==> src/rtl/branch_control_unit_if.sv <==
// Control bundle between the branch control sequencer and the datapath.
// The sequencer side (master) reads IR, CON_out and Stop and drives every
// control strobe; the datapath side (slave) sees the opposite directions.
interface branch_control_unit_if;
   logic        Stop;
   logic [31:0] IR;
   logic        CON_out;

   logic        PCout;
   logic        Zlowout;
   logic        MDRout;
   logic        Cout;
   logic        MARin;
   logic        Zin;
   logic        PCin;
   logic        MDRin;
   logic        IRin;
   logic        Yin;
   logic        IncPC;
   logic        Read;
   logic        Write;
   logic        Gra;
   logic        Grb;
   logic        Grc;
   logic        Rin;
   logic        Rout;
   logic        BAout;
   logic        CON_in;
   logic [4:0]  operation;
   logic        Run;

   modport master (
      input  Stop, IR, CON_out,
      output PCout, Zlowout, MDRout, Cout, MARin, Zin, PCin, MDRin, IRin, Yin,
             IncPC, Read, Write, Gra, Grb, Grc, Rin, Rout, BAout, CON_in,
             operation, Run
   );

   modport slave (
      output Stop, IR, CON_out,
      input  PCout, Zlowout, MDRout, Cout, MARin, Zin, PCin, MDRin, IRin, Yin,
             IncPC, Read, Write, Gra, Grb, Grc, Rin, Rout, BAout, CON_in,
             operation, Run
   );
endinterface

==> src/rtl/branch_control_unit.sv <==
// Hardwired control sequencer for fetch plus the control-flow group
// (br, jr, nop, halt). Strobes are decoded from the current state only,
// except PCin in BR6, which follows the datapath CON flip-flop directly.
module branch_control_unit #(
   parameter logic [4:0] OP_ADD  = 5'b00011,
   parameter logic [4:0] OP_BR   = 5'b10010,
   parameter logic [4:0] OP_JR   = 5'b10011,
   parameter logic [4:0] OP_NOP  = 5'b11001,
   parameter logic [4:0] OP_HALT = 5'b11010
) (
   input  logic                        Clock,
   input  logic                        Reset,
   branch_control_unit_if.master       bus
);

   typedef enum logic [3:0] {
      ST_RST,
      ST_T0,
      ST_T1,
      ST_T2,
      ST_DEC,
      ST_BR3,
      ST_BR4,
      ST_BR5,
      ST_BR6,
      ST_JR3,
      ST_HALT
   } state_t;

   state_t state_q, state_d;
   logic   stop_pending_q, stop_pending_d;
   logic   stop_now;
   state_t fetch_or_halt;
   logic [4:0] opcode;

   assign opcode = bus.IR[31:27];

   // State and pending-stop registers; Reset abandons any instruction in flight
   always_ff @(posedge Clock) begin
      if (Reset) begin
         state_q        <= ST_RST;
         stop_pending_q <= 1'b0;
      end else begin
         state_q        <= state_d;
         stop_pending_q <= stop_pending_d;
      end
   end

   // Next-state logic; a Stop seen in the current cycle counts as pending
   // so a request on the final cycle of an instruction still halts it
   always_comb begin
      stop_now       = stop_pending_q | bus.Stop;
      stop_pending_d = stop_now;
      fetch_or_halt  = stop_now ? ST_HALT : ST_T0;
      state_d        = state_q;
      case (state_q)
         ST_RST:  state_d = ST_T0;
         ST_T0:   state_d = ST_T1;
         ST_T1:   state_d = ST_T2;
         ST_T2:   state_d = ST_DEC;
         ST_DEC: begin
            if (opcode == OP_BR)        state_d = ST_BR3;
            else if (opcode == OP_JR)   state_d = ST_JR3;
            else if (opcode == OP_HALT) state_d = ST_HALT;
            else                        state_d = fetch_or_halt;
         end
         ST_BR3:  state_d = ST_BR4;
         ST_BR4:  state_d = ST_BR5;
         ST_BR5:  state_d = ST_BR6;
         ST_BR6:  state_d = fetch_or_halt;
         ST_JR3:  state_d = fetch_or_halt;
         ST_HALT: state_d = ST_HALT;
         default: state_d = ST_RST;
      endcase
   end

   // Control strobe decode; everything idle unless the state names it
   always_comb begin
      bus.PCout     = 1'b0;
      bus.Zlowout   = 1'b0;
      bus.MDRout    = 1'b0;
      bus.Cout      = 1'b0;
      bus.MARin     = 1'b0;
      bus.Zin       = 1'b0;
      bus.PCin      = 1'b0;
      bus.MDRin     = 1'b0;
      bus.IRin      = 1'b0;
      bus.Yin       = 1'b0;
      bus.IncPC     = 1'b0;
      bus.Read      = 1'b0;
      bus.Write     = 1'b0;
      bus.Gra       = 1'b0;
      bus.Grb       = 1'b0;
      bus.Grc       = 1'b0;
      bus.Rin       = 1'b0;
      bus.Rout      = 1'b0;
      bus.BAout     = 1'b0;
      bus.CON_in    = 1'b0;
      bus.operation = 5'b00000;
      bus.Run       = 1'b1;
      case (state_q)
         ST_T0: begin
            bus.PCout = 1'b1;
            bus.MARin = 1'b1;
            bus.IncPC = 1'b1;
            bus.Zin   = 1'b1;
         end
         ST_T1: begin
            bus.Zlowout = 1'b1;
            bus.PCin    = 1'b1;
            bus.Read    = 1'b1;
            bus.MDRin   = 1'b1;
         end
         ST_T2: begin
            bus.MDRout = 1'b1;
            bus.IRin   = 1'b1;
         end
         ST_BR3: begin
            bus.Gra    = 1'b1;
            bus.Rout   = 1'b1;
            bus.CON_in = 1'b1;
         end
         ST_BR4: begin
            bus.PCout = 1'b1;
            bus.Yin   = 1'b1;
         end
         ST_BR5: begin
            bus.Cout      = 1'b1;
            bus.Zin       = 1'b1;
            bus.operation = OP_ADD;
         end
         ST_BR6: begin
            bus.Zlowout = 1'b1;
            bus.PCin    = bus.CON_out;
         end
         ST_JR3: begin
            bus.Gra  = 1'b1;
            bus.Rout = 1'b1;
            bus.PCin = 1'b1;
         end
         ST_HALT: bus.Run = 1'b0;
         default: ;
      endcase
   end

endmodule

==> src/flat_wrapper.sv <==
// flat-port wrapper written by rule: the top's interface ports become plain ports
module branch_control_unit_flat 
#(
   parameter logic [4:0] OP_ADD  = 5'b00011,
   parameter logic [4:0] OP_BR   = 5'b10010,
   parameter logic [4:0] OP_JR   = 5'b10011,
   parameter logic [4:0] OP_NOP  = 5'b11001,
   parameter logic [4:0] OP_HALT = 5'b11010
)
  (Clock, Reset, bus_Stop, bus_IR, bus_CON_out, bus_PCout, bus_Zlowout, bus_MDRout, bus_Cout, bus_MARin, bus_Zin, bus_PCin, bus_MDRin, bus_IRin, bus_Yin, bus_IncPC, bus_Read, bus_Write, bus_Gra, bus_Grb, bus_Grc, bus_Rin, bus_Rout, bus_BAout, bus_CON_in, bus_operation, bus_Run);
  branch_control_unit_if bus_i ();
  input  logic Clock;
  input  logic Reset;
  input wire logic [$bits(bus_i.Stop)-1:0] bus_Stop;
  input wire logic [$bits(bus_i.IR)-1:0] bus_IR;
  input wire logic [$bits(bus_i.CON_out)-1:0] bus_CON_out;
  output wire logic [$bits(bus_i.PCout)-1:0] bus_PCout;
  output wire logic [$bits(bus_i.Zlowout)-1:0] bus_Zlowout;
  output wire logic [$bits(bus_i.MDRout)-1:0] bus_MDRout;
  output wire logic [$bits(bus_i.Cout)-1:0] bus_Cout;
  output wire logic [$bits(bus_i.MARin)-1:0] bus_MARin;
  output wire logic [$bits(bus_i.Zin)-1:0] bus_Zin;
  output wire logic [$bits(bus_i.PCin)-1:0] bus_PCin;
  output wire logic [$bits(bus_i.MDRin)-1:0] bus_MDRin;
  output wire logic [$bits(bus_i.IRin)-1:0] bus_IRin;
  output wire logic [$bits(bus_i.Yin)-1:0] bus_Yin;
  output wire logic [$bits(bus_i.IncPC)-1:0] bus_IncPC;
  output wire logic [$bits(bus_i.Read)-1:0] bus_Read;
  output wire logic [$bits(bus_i.Write)-1:0] bus_Write;
  output wire logic [$bits(bus_i.Gra)-1:0] bus_Gra;
  output wire logic [$bits(bus_i.Grb)-1:0] bus_Grb;
  output wire logic [$bits(bus_i.Grc)-1:0] bus_Grc;
  output wire logic [$bits(bus_i.Rin)-1:0] bus_Rin;
  output wire logic [$bits(bus_i.Rout)-1:0] bus_Rout;
  output wire logic [$bits(bus_i.BAout)-1:0] bus_BAout;
  output wire logic [$bits(bus_i.CON_in)-1:0] bus_CON_in;
  output wire logic [$bits(bus_i.operation)-1:0] bus_operation;
  output wire logic [$bits(bus_i.Run)-1:0] bus_Run;
  assign bus_i.Stop = bus_Stop;
  assign bus_i.IR = bus_IR;
  assign bus_i.CON_out = bus_CON_out;
  assign bus_PCout = bus_i.PCout;
  assign bus_Zlowout = bus_i.Zlowout;
  assign bus_MDRout = bus_i.MDRout;
  assign bus_Cout = bus_i.Cout;
  assign bus_MARin = bus_i.MARin;
  assign bus_Zin = bus_i.Zin;
  assign bus_PCin = bus_i.PCin;
  assign bus_MDRin = bus_i.MDRin;
  assign bus_IRin = bus_i.IRin;
  assign bus_Yin = bus_i.Yin;
  assign bus_IncPC = bus_i.IncPC;
  assign bus_Read = bus_i.Read;
  assign bus_Write = bus_i.Write;
  assign bus_Gra = bus_i.Gra;
  assign bus_Grb = bus_i.Grb;
  assign bus_Grc = bus_i.Grc;
  assign bus_Rin = bus_i.Rin;
  assign bus_Rout = bus_i.Rout;
  assign bus_BAout = bus_i.BAout;
  assign bus_CON_in = bus_i.CON_in;
  assign bus_operation = bus_i.operation;
  assign bus_Run = bus_i.Run;
  branch_control_unit #(.OP_ADD(OP_ADD), .OP_BR(OP_BR), .OP_JR(OP_JR), .OP_NOP(OP_NOP), .OP_HALT(OP_HALT)) u_core (.Clock(Clock), .Reset(Reset), .bus(bus_i));
endmodule
==> config.mk <==
export PLATFORM = sky130hd
export DESIGN_NAME = branch_control_unit_flat
export DESIGN_NICKNAME = d
export VERILOG_FILES = /design/src/rtl/branch_control_unit_if.sv /design/src/rtl/branch_control_unit.sv /design/src/flat_wrapper.sv
export SDC_FILE = /design/constraint.sdc
export NUM_CORES = 1
export LEC_CHECK = 0
export ABC_AREA = 1
export CAP_MARGIN = 20
export CORE_MARGIN = 3
export CORE_UTILIZATION = 26
export CTS_CLUSTER_DIAMETER = 80
export CTS_CLUSTER_SIZE = 25
export DETAILED_ROUTE_END_ITERATION = 7
export GPL_ROUTABILITY_DRIVEN = 1
export PLACE_DENSITY = 0.88
export RECOVER_POWER = 100
export SYNTH_ARGS = -nofsm -noshare
export SYNTH_HDL_FRONTEND = slang
export SYNTH_SLANG_ARGS = --single-unit
==> constraint.sdc <==
create_clock -name Clock -period 1.4 [get_ports Clock]
set_input_delay 0.35 -clock Clock [delete_from_list [all_inputs] [get_ports Clock]]
set_output_delay 0.35 -clock Clock [all_outputs]
set_load 0.05 [all_outputs]
==> results.cfg <==
[synth]
synth_edf_count = 0
synth_compound_area_frac = 0.07194
synthTopCellsByArea = buf_4, dfxtp_1, nand2_1
async_flop_share = 0
synthesis.area_um2 = 521.8
synth_top_cell_by_area = buf_4
synth_most_common_cell = nand2_1
synthCells = 91
synth_top_area_frac = 0.2014
synthAdderAreaFrac = 0
synth_top_family_by_area = simple AND/OR/NAND/NOR gates
synth_mux_area_frac = 0
synth_warnings = 0
synth-main-ff-cell = dfxtp_1
synth-seq-area-share = 0.1918
synth_area_per_cell_um2 = 5.734
netlist_top_cells_count = nand2_1, buf_4, nor2_1, inv_1, nand3_1
synth-simple-area-share = 0.4197
synth_seq_cells = 5
yosysUniqueCellTypes = 17
synth_xor_area_frac = 0

[timing]
setup_viol = 18
fin_setup_tns_ns = -2.567
fin_ws_ns = -0.2148
hold_violations = 0
max_freq_mhz = 619.3
fin_crit_sh = 1.153
timing.hold.ws_ns = 0.5413
slew_viol_final = 0
layout_min_cycle_time_ns = 1.615
rsz0062_at_grt = true
clock_skew_ns = 0.002203

[global_route]
grt_start_max_net_pins = 6
grt_pass1_vias = 596
overflow = 0
antenna_found_initial = 0
grt_pass1_wl_um = 2283
grtUsageTotal = 0.1137

[cells_and_area]
diodes = 0
nNetsFinal = 163
drive_gt1_frac = 0.5238
finalInstanceArea_um2 = 1157
post-route-util = 0.6424
syn_to_final_growth_pct = 121.8

[critical_path]
cp.required_ns = 1.05
cp-startpoint = u_core.state_q[1]
crit_type = reg2out
endpoint_kind = primary output
cp_slowest_cell = dfxtp_4
worstPathCellList = inv_4, nor2_4, nand2_2, clkinvlp_4, o21ai_4, nand2_4, buf_12
critPathTopFamily = flip-flops
critPathMaxFanout = 4
worst_path_largest_cell_delay_ns = 0.36
path_buf_inv = 3
reg2reg_from = u_core.state_q[3]
start_kind = register
worstPathArrival_ns = 1.26

[routing]
num_vias = 639
vias_per_cell = 4.232
ant_nets = 0
routed_wirelength_um = 1559
wl_per_cell_um = 10.32
dr.pass1.iters = 4
drt-initial-drc-count = 9
drc = 0

[cts]
cts.sinks = 5
cts_tree = done
numCtsBuffers = 3
clkLatencyLatePin_ns = 0.24
cts_max_level = 1
path_clk_slew_ns = 0.04
clk_path_buf_depth = 2
cts-root-buf = clkbuf_4

[pwr]
powerDensity_nw_per_um2 = 823.4
cellLeakagePower_nw = 0.5455
vdd_drop_max_uv = 389.2

[die]
core_um2 = 1802
start_util = 0.2896
fp.dieW_um = 50.80
die_h_um = 50.80
rows = 15
die_area_um2 = 2580
pin_count = 62

[outcome]
outcome = finished, violations left
violations = negative setup slack

[place]
place_area_um2 = 1023
gp_congestion = 0.8075
portBuffers = 26
dp_hpwl_um = 1231

[job]
drv_cap = 0

[worst_hold_path]
hold_start = u_core.stop_pending_q
hold_path.class = reg2reg
-- flip-flops by register name, summed over array words and instances (netlist names) --
signal and cells:
u_core.state_q 4, u_core.stop_pending_q 1
-- layer usage --
metal | vias to the layer above | wire [um] | GRT usage
met1 | 279 | 529 | 0.09204
met3 | 0 | 136 | 0.02967
met4 | 0 | 0 | 0.03587
li1 | 328 | - | -
met2 | 32 | 893 | 0.2500
met5 | - | 0 | 0
-- timing repair --
item	4_1_cts	5_1_grt
setup endpoints to repair	18	18
gates resized for setup	17	5
setup buffers	2	3
pin swaps	2	3
hold buffers	0	0
-- metrics by stage --
stage | setup slack [ns] | total power [mW] | std cells
after floorplan | -0.1611 | 0.5313 | 98
after global placement | -0.08604 | 0.7435 | 142
after detailed placement | -0.1113 | 0.7552 | 142
after CTS | -0.2017 | 0.9406 | 148
after global routing | -0.2728 | 0.9966 | 151
final | -0.2148 | 0.9530 | 151
-- path summary, 6_finish.rpt --
| kind | slack [ns] | depth (start not counted) | to |
|---|---|---|---|
| worst max-delay path | -0.21 | 7 | bus_PCin |
| worst min-delay path | 0.54 | 2 | u_core.stop_pending_q |
| worst max register to register | 0.21 | 7 | u_core.state_q[3] |
| worst min register to register | 0.54 | 2 | u_core.stop_pending_q |
-- cell families (layout without fill, tap and decap cells) --
| kind of cell | Yosys count | count (layout) |
|---|---|---|
| AND/OR/NAND/NOR | 49 | 49 |
| buffers and inverters | 29 | 57 |
| AO/OA/AOI/OAI | 7 | 7 |
| flip-flops | 5 | 5 |
| other | 1 | 8 |
-- cell type report --
class,count,area [um2]
Clock buffer,4,26.28
Multi-Input combinational cell,64,371.6
Fill cell,153,644.4
Sequential cell,5,115.1
Inverter,15,75.07
Tap cell,25,31.28
Timing Repair Buffer,38,538.0
-- worst register-to-register path: cells and delay by family, from the launching register on --
kind                   cells  cell delay [ns]
AOI/OAI and AO/OA          1             0.12
buffers and inverters      3             0.31
DFF                        1             0.36
and+or+nand+nor            3             0.31
-- cells in the final DEF, fill, tap and decap left out --
cell type,instances
inv_2,3
buf_4,10
nand2_1,12
o21ai_4,1
nand3_1,6
nor2_4,4
buf_6,2
conb_1,8
dfxtp_4,4
nor2_2,2
inv_4,1
clkbuf_4,3
dfxtp_1,1
buf_12,18
dlygate4sd3_1,2
clkinvlp_4,3
nor2_1,10
o21ai_2,1
inv_1,7
nand3b_1,1
clkbuf_1,1
clkdlybuf4s50_1,6
inv_6,1
nand2_4,5
nor3_1,1
nand2_2,8
o21a_1,1
a21oi_1,4
-- report_power, final --
group / total [mW] / internal, mW / switching, mW
Sequential: 0.180 / 0.156 / 0.0243
Clock: 0.163 / 0.108 / 0.0554
Combinational: 0.610 / 0.263 / 0.347
Total: 0.953 / 0.527 / 0.426
No activity file was read; power rests on OpenSTA's default activity.
